<file path="src/rtl/fp_pkg.sv">
// Shared FP definitions for the FP datapath: IEEE-754 single precision field
// widths, bias, canonical zero and the int-to-float converter state type.
package fp_pkg;

    localparam int FP_BIAS  = 127;
    localparam int FP_EXP_W = 8;
    localparam int FP_MAN_W = 23;

    localparam logic [31:0] FP_POS_ZERO = 32'h0000_0000;

    // Exponent of a magnitude whose MSB sits in bit 31: bias + 31.
    localparam logic [FP_EXP_W-1:0] I2F_EXP_INIT = 8'(FP_BIAS + 31);

    typedef struct packed {
        logic                s;
        logic [FP_EXP_W-1:0] e;
        logic [FP_MAN_W-1:0] m;
    } fp32_t;

    typedef enum logic {
        IDLE = 1'b0,
        NORM = 1'b1
    } i2f_state_t;

endpackage

</file>
<file path="src/rtl/int_to_fp_seq.sv">
// Serial 32-bit integer to IEEE-754 single-precision converter.
// The magnitude is shifted left one bit per clock until its MSB is set, the
// exponent counting down from bias+31; the low 8 bits are then truncated
// (round toward zero). Zero input yields +0 after a single cycle.
module int_to_fp_seq
    import fp_pkg::*;
#(
    parameter bit UNSIGNED_MODE = 1'b0
) (
    input  logic        clk,
    input  logic        rst,
    input  logic        start,
    input  logic [31:0] int_in,
    output logic        busy,
    output logic        done,
    output logic [31:0] fp_out
);

    i2f_state_t    r_state;
    logic          r_sign;
    logic [31:0]   r_mag;
    logic [7:0]    r_exp;
    logic          r_busy;
    logic          r_done;
    fp32_t         r_fp;

    i2f_state_t    w_state;
    logic          w_sign;
    logic [31:0]   w_mag;
    logic [7:0]    w_exp;
    logic          w_busy;
    logic          w_done;
    fp32_t         w_fp;

    // State register; async reset discards any in-flight conversion.
    always_ff @(posedge clk or posedge rst) begin
        if (rst) begin
            r_state <= IDLE;
            r_sign  <= 1'b0;
            r_mag   <= 32'h0000_0000;
            r_exp   <= 8'h00;
            r_busy  <= 1'b0;
            r_done  <= 1'b0;
            r_fp    <= FP_POS_ZERO;
        end else begin
            r_state <= w_state;
            r_sign  <= w_sign;
            r_mag   <= w_mag;
            r_exp   <= w_exp;
            r_busy  <= w_busy;
            r_done  <= w_done;
            r_fp    <= w_fp;
        end
    end

    // Next-state logic: capture in IDLE, one normalisation step per clock in NORM.
    always_comb begin
        w_state = r_state;
        w_sign  = r_sign;
        w_mag   = r_mag;
        w_exp   = r_exp;
        w_busy  = r_busy;
        w_done  = 1'b0;
        w_fp    = r_fp;
        case (r_state)
            IDLE: begin
                if (start) begin
                    w_sign  = (UNSIGNED_MODE != 1'b0) ? 1'b0 : int_in[31];
                    // 0x8000_0000 negates to itself, which is the correct magnitude.
                    w_mag   = w_sign ? (~int_in + 32'd1) : int_in;
                    w_exp   = I2F_EXP_INIT;
                    w_busy  = 1'b1;
                    w_state = NORM;
                end else begin
                    w_state = IDLE;
                end
            end
            NORM: begin
                if (r_mag == 32'h0000_0000) begin
                    w_fp    = FP_POS_ZERO;
                    w_done  = 1'b1;
                    w_busy  = 1'b0;
                    w_state = IDLE;
                end else if (r_mag[31]) begin
                    w_fp    = {r_sign, r_exp, r_mag[30:8]};
                    w_done  = 1'b1;
                    w_busy  = 1'b0;
                    w_state = IDLE;
                end else begin
                    w_mag   = {r_mag[30:0], 1'b0};
                    w_exp   = r_exp - 8'd1;
                end
            end
            default: begin
                w_state = IDLE;
                w_busy  = 1'b0;
            end
        endcase
    end

    assign busy   = r_busy;
    assign done   = r_done;
    assign fp_out = r_fp;

endmodule

</file>
<file path="config.mk">
export PLATFORM = sky130hd
export DESIGN_NAME = int_to_fp_seq
export DESIGN_NICKNAME = d
export VERILOG_FILES = /design/src/rtl/fp_pkg.sv /design/src/rtl/int_to_fp_seq.sv
export SDC_FILE = /design/constraint.sdc
export NUM_CORES = 1
export LEC_CHECK = 0
export CORE_ASPECT_RATIO = 0.9
export CORE_UTILIZATION = 25
export CTS_BUF_LIST = sky130_fd_sc_hd__clkbuf_4 sky130_fd_sc_hd__clkbuf_8
export DETAILED_ROUTE_END_ITERATION = 10
export SYNTH_ARGS = -nofsm -noshare
export SYNTH_HDL_FRONTEND = slang
export SYNTH_SLANG_ARGS = --single-unit
</file>
<file path="constraint.sdc">
create_clock -name clk -period 3.22 [get_ports clk]
set_clock_uncertainty 0.05 [all_clocks]
set_input_delay 0.644 -clock clk [delete_from_list [all_inputs] [get_ports clk]]
set_output_delay 0.644 -clock clk [all_outputs]
set_load 0.02 [all_outputs]
</file>
==> results by group <==
Setup path
  – Setup slack of the worst register-to-register path: 0.64 ns
  – Class of the most critical setup path: in2reg
  – Sort of element at the end of the critical path: register
  – Data arrival time of the critical path: 3.00 ns
  – Crit Path Max Fanout: 5
  – Worst r2r src: r_mag[22]
  – Cells on worst reg2reg path: 6
  – CP Launch Point: int_in[1]
  – Kind of launch point of the worst setup path: input pin
  – WP data required: 3.46 ns
  – Endpoint of the lowest-slack register-to-register path: r_mag[22]
  – Capturing element of the worst setup path: r_mag[31]

Clocking
  – Clock tree sinks: 76
  – Clock insertion delay at the later pin of the skew report: 0.35 ns
  – TritonCTS clock tree: yes
  – Post-CTS sizing: 0
  – Count of hold-fix buffers inserted at cts: 0
  – CTS H-tree depth: 3
  – Clock slew seen by the registers of the worst setup and hold paths: 0.08 ns
  – Num CTS Buffers: 9
  – Clock Tree Buf Depth: 2
  – Post CTS Setup Buffer Count: 0
  – Root buf cell: sky130_fd_sc_hd__clkbuf_8

Finish
  – Number of nets in the finished design: 496
  – Final Instance Area: 5150 µm²
  – Area added between synthesis and finish: 30.75%
  – Total area of multi-input combinational cells: 1892 µm²
  – Ratio of cells with drive above 1 in the final layout: 12.96%
  – Most frequent standard cell in the layout excluding fill and tap cells: sky130_fd_sc_hd__dfrtp_1
  – Number of standard cells in the final layout excluding fillers: 665
  – Diodes inserted: 0
  – Most frequent cells in the layout: 76 x sky130_fd_sc_hd__dfrtp_1, 68 x sky130_fd_sc_hd__clkdlybuf4s50_1, 32 x sky130_fd_sc_hd__a22o_1
  – Util after Layout: 33.47%
  – Number of fill cells in the layout: 1587
  – Seq. cell area: 1902 µm²

Global route
  – Total routing usage reported by global routing: 14.52%
  – Wire length of the first global-routing pass: 18260 µm
  – Pin count of the biggest net entering global routing: 53
  – Number of global-route vias before repair: 3314
  – GRT Residual Overflow: 0
  – Number of antenna violations at the first check in global routing: 0

Power
  – Pwr Density: 872.4 nW/µm²
  – Maximum vdd ir drop: 317.7 µV
  – Total leakage power: 2.045 nW
  – Overall power after layout: 4.493 mW

Synth
  – Dominant synthesized flop cell: sky130_fd_sc_hd__dfrtp_1
  – Mapped Nets: 420
  – Number of distinct library cells after synthesis: 53
  – Number of register bits inferred by synthesis: 76
  – Share of synthesized registers carrying an async set or reset: 100.0%
  – Mapped Cells: 383
  – Mapped Avg Cell Area: 10.28 µm²
  – Yosys Warn Count: 0
  – Seq/Total Area, Yosys: 48.28%
  – Cell Area, Synth: 3939 µm²
  – Post-synth EDFFs: 0

Worst hold path
  – Worst Hold Class: reg2reg
  – Hold path depth: 1

Placement
  – HPWL reported at the end of detailed placement: 8321 µm
  – Count of input and output buffers: 68
  – Final estimated routing congestion in global placement: 0.8532
  – Post-placement cell count: 650
  – Post-DP Area: 4974 µm²

Outcome
  – Run status: complete, no violations

Floorplan
  – Core outline area: 15390 µm²
  – Die W: 134.3 µm
  – Number of ports placed on the die boundary: 69
  – Die outline area: 16260 µm²
  – Die Height: 121.1 µm
  – Count of standard-cell rows: 43
  – Starting utilization of the core area: 25.60%

STA
  – Highest attainable clock frequency: 0.3627 GHz
  – Post-route minimum period: 2.757 ns
  – Number of hold violations in the final report: 0
  – Number of pins with negative max-slew slack in the final report: 0
  – Final cycle utilization of the critical path: 85.62%
  – RSZ-0062 raised after global routing: false
  – Max-slew headroom: 36.79%
  – Slew at the pin closest to its max-slew limit: 0.9480 ns
  – Setup tns final: 0 ns
  – Setup-violating endpoint count in the final report: 0

Flow run
  – Total of max-cap violations: 0

Drt
  – Vias per inst: 5.156
  – Drt drc: 0
  – TritonRoute pass-1 iters: 5
  – Remaining antenna violation count: 0
  – DRC violation total after the first TritonRoute iteration: 206
  – Wire length reported by the detailed router: 11080 µm
  – Via count: 3429
  – Wire length per cell: 16.66 µm
kinds of logic (layout without fill, tap and decap cells):
logic type	count (synthesis)	in the layout	share of synthesized area, %
AO/OA/AOI/OAI	121	121	23.19
XOR/XNOR	25	25	5.559
adder cells (fa/ha/maj)	2	2	0.6352
buffers and inverters	40	120	3.844
flip-flops	76	76	48.28
multiplexers	15	15	4.098
AND/OR/NAND/NOR	104	104	14.39
per-layer routing:
layer	global-route usage, %	wire, µm	up-vias
met5	0	0	-
met4	4.424	191	0
met3	3.551	615	18
met2	21.66	4954	125
met1	20.57	5317	1668
li1	-	-	1618
sequential cells by signal (all words and copies together) (netlist names):
register and cells:
r_mag 32, busy 1, r_state 1, r_sign 1
r_exp 8, fp_out 32, done 1
critical path, cell delays in order:
cell	delay, ns
sky130_fd_sc_hd__clkdlybuf4s50_1	0.47
sky130_fd_sc_hd__nor4_1	0.59
sky130_fd_sc_hd__nand4_1	0.27
sky130_fd_sc_hd__or4_1	0.58
sky130_fd_sc_hd__o32ai_1	0.26
sky130_fd_sc_hd__o31a_1	0.19
final cells by class:
class / count / share of cell area [%]
clock buffers: 13 / 3.231
clock inverters: 2 / 0.1944
inverters: 15 / 1.093
multi-input cells: 267 / 36.73
flip-flops and latches: 76 / 36.93
well taps: 202 / 4.908
repair buffers: 90 / 16.91
cell usage after synthesis (3+ instances only):
cell	n	area share, %
sky130_fd_sc_hd__a221o_1	4	1.0
sky130_fd_sc_hd__nand3_1	5	0.64
sky130_fd_sc_hd__inv_1	13	1.2
sky130_fd_sc_hd__nand2b_1	3	0.48
sky130_fd_sc_hd__a32oi_1	12	2.7
sky130_fd_sc_hd__a222oi_1	3	0.76
sky130_fd_sc_hd__or3_1	3	0.48
sky130_fd_sc_hd__nand2_1	25	2.4
sky130_fd_sc_hd__nor3_1	6	0.76
sky130_fd_sc_hd__o41ai_1	7	1.6
sky130_fd_sc_hd__o21ai_0	32	4.1
sky130_fd_sc_hd__a21oi_1	4	0.51
sky130_fd_sc_hd__nor2_1	19	1.8
sky130_fd_sc_hd__xnor2_1	5	1.1
sky130_fd_sc_hd__nor2b_1	3	0.48
sky130_fd_sc_hd__dfrtp_1	76	48
sky130_fd_sc_hd__xor2_1	20	4.4
sky130_fd_sc_hd__clkbuf_1	23	2.2
sky130_fd_sc_hd__a22o_1	32	7.1
sky130_fd_sc_hd__mux2i_1	6	1.5
sky130_fd_sc_hd__o31ai_1	9	1.7
sky130_fd_sc_hd__nand4_1	6	0.95
sky130_fd_sc_hd__nor4_1	12	1.9
sky130_fd_sc_hd__mux2_2	9	2.6
sky130_fd_sc_hd__or4_1	8	1.5
metrics by stage:
stage	worst slack, ns	hold slack [ns]
floorplan	0.5877	0.3971
global placement	0.2513	0.4127
detailed placement	0.1409	0.4187
CTS	0.5090	0.4375
global route	0.3176	0.4641
finish	0.4630	0.4329
power by group:
group	leakage, nW	internal [mW]	switching (mW)
combinational	1.02	0.984	1.07
sequential	0.927	1.38	0.385
clock	0.0961	0.333	0.334
how the worst min path moves through the flow:
stage	startpoint	end	slack, ns
after floorplan	r_sign	r_sign	0.40
after global placement	r_sign	r_sign	0.41
after detailed placement	r_sign	r_sign	0.42
after CTS	r_sign	r_sign	0.44
after global routing	r_sign	r_sign	0.46
final	busy	busy	0.43
Note: power is estimated with default switching activity, not from simulation.
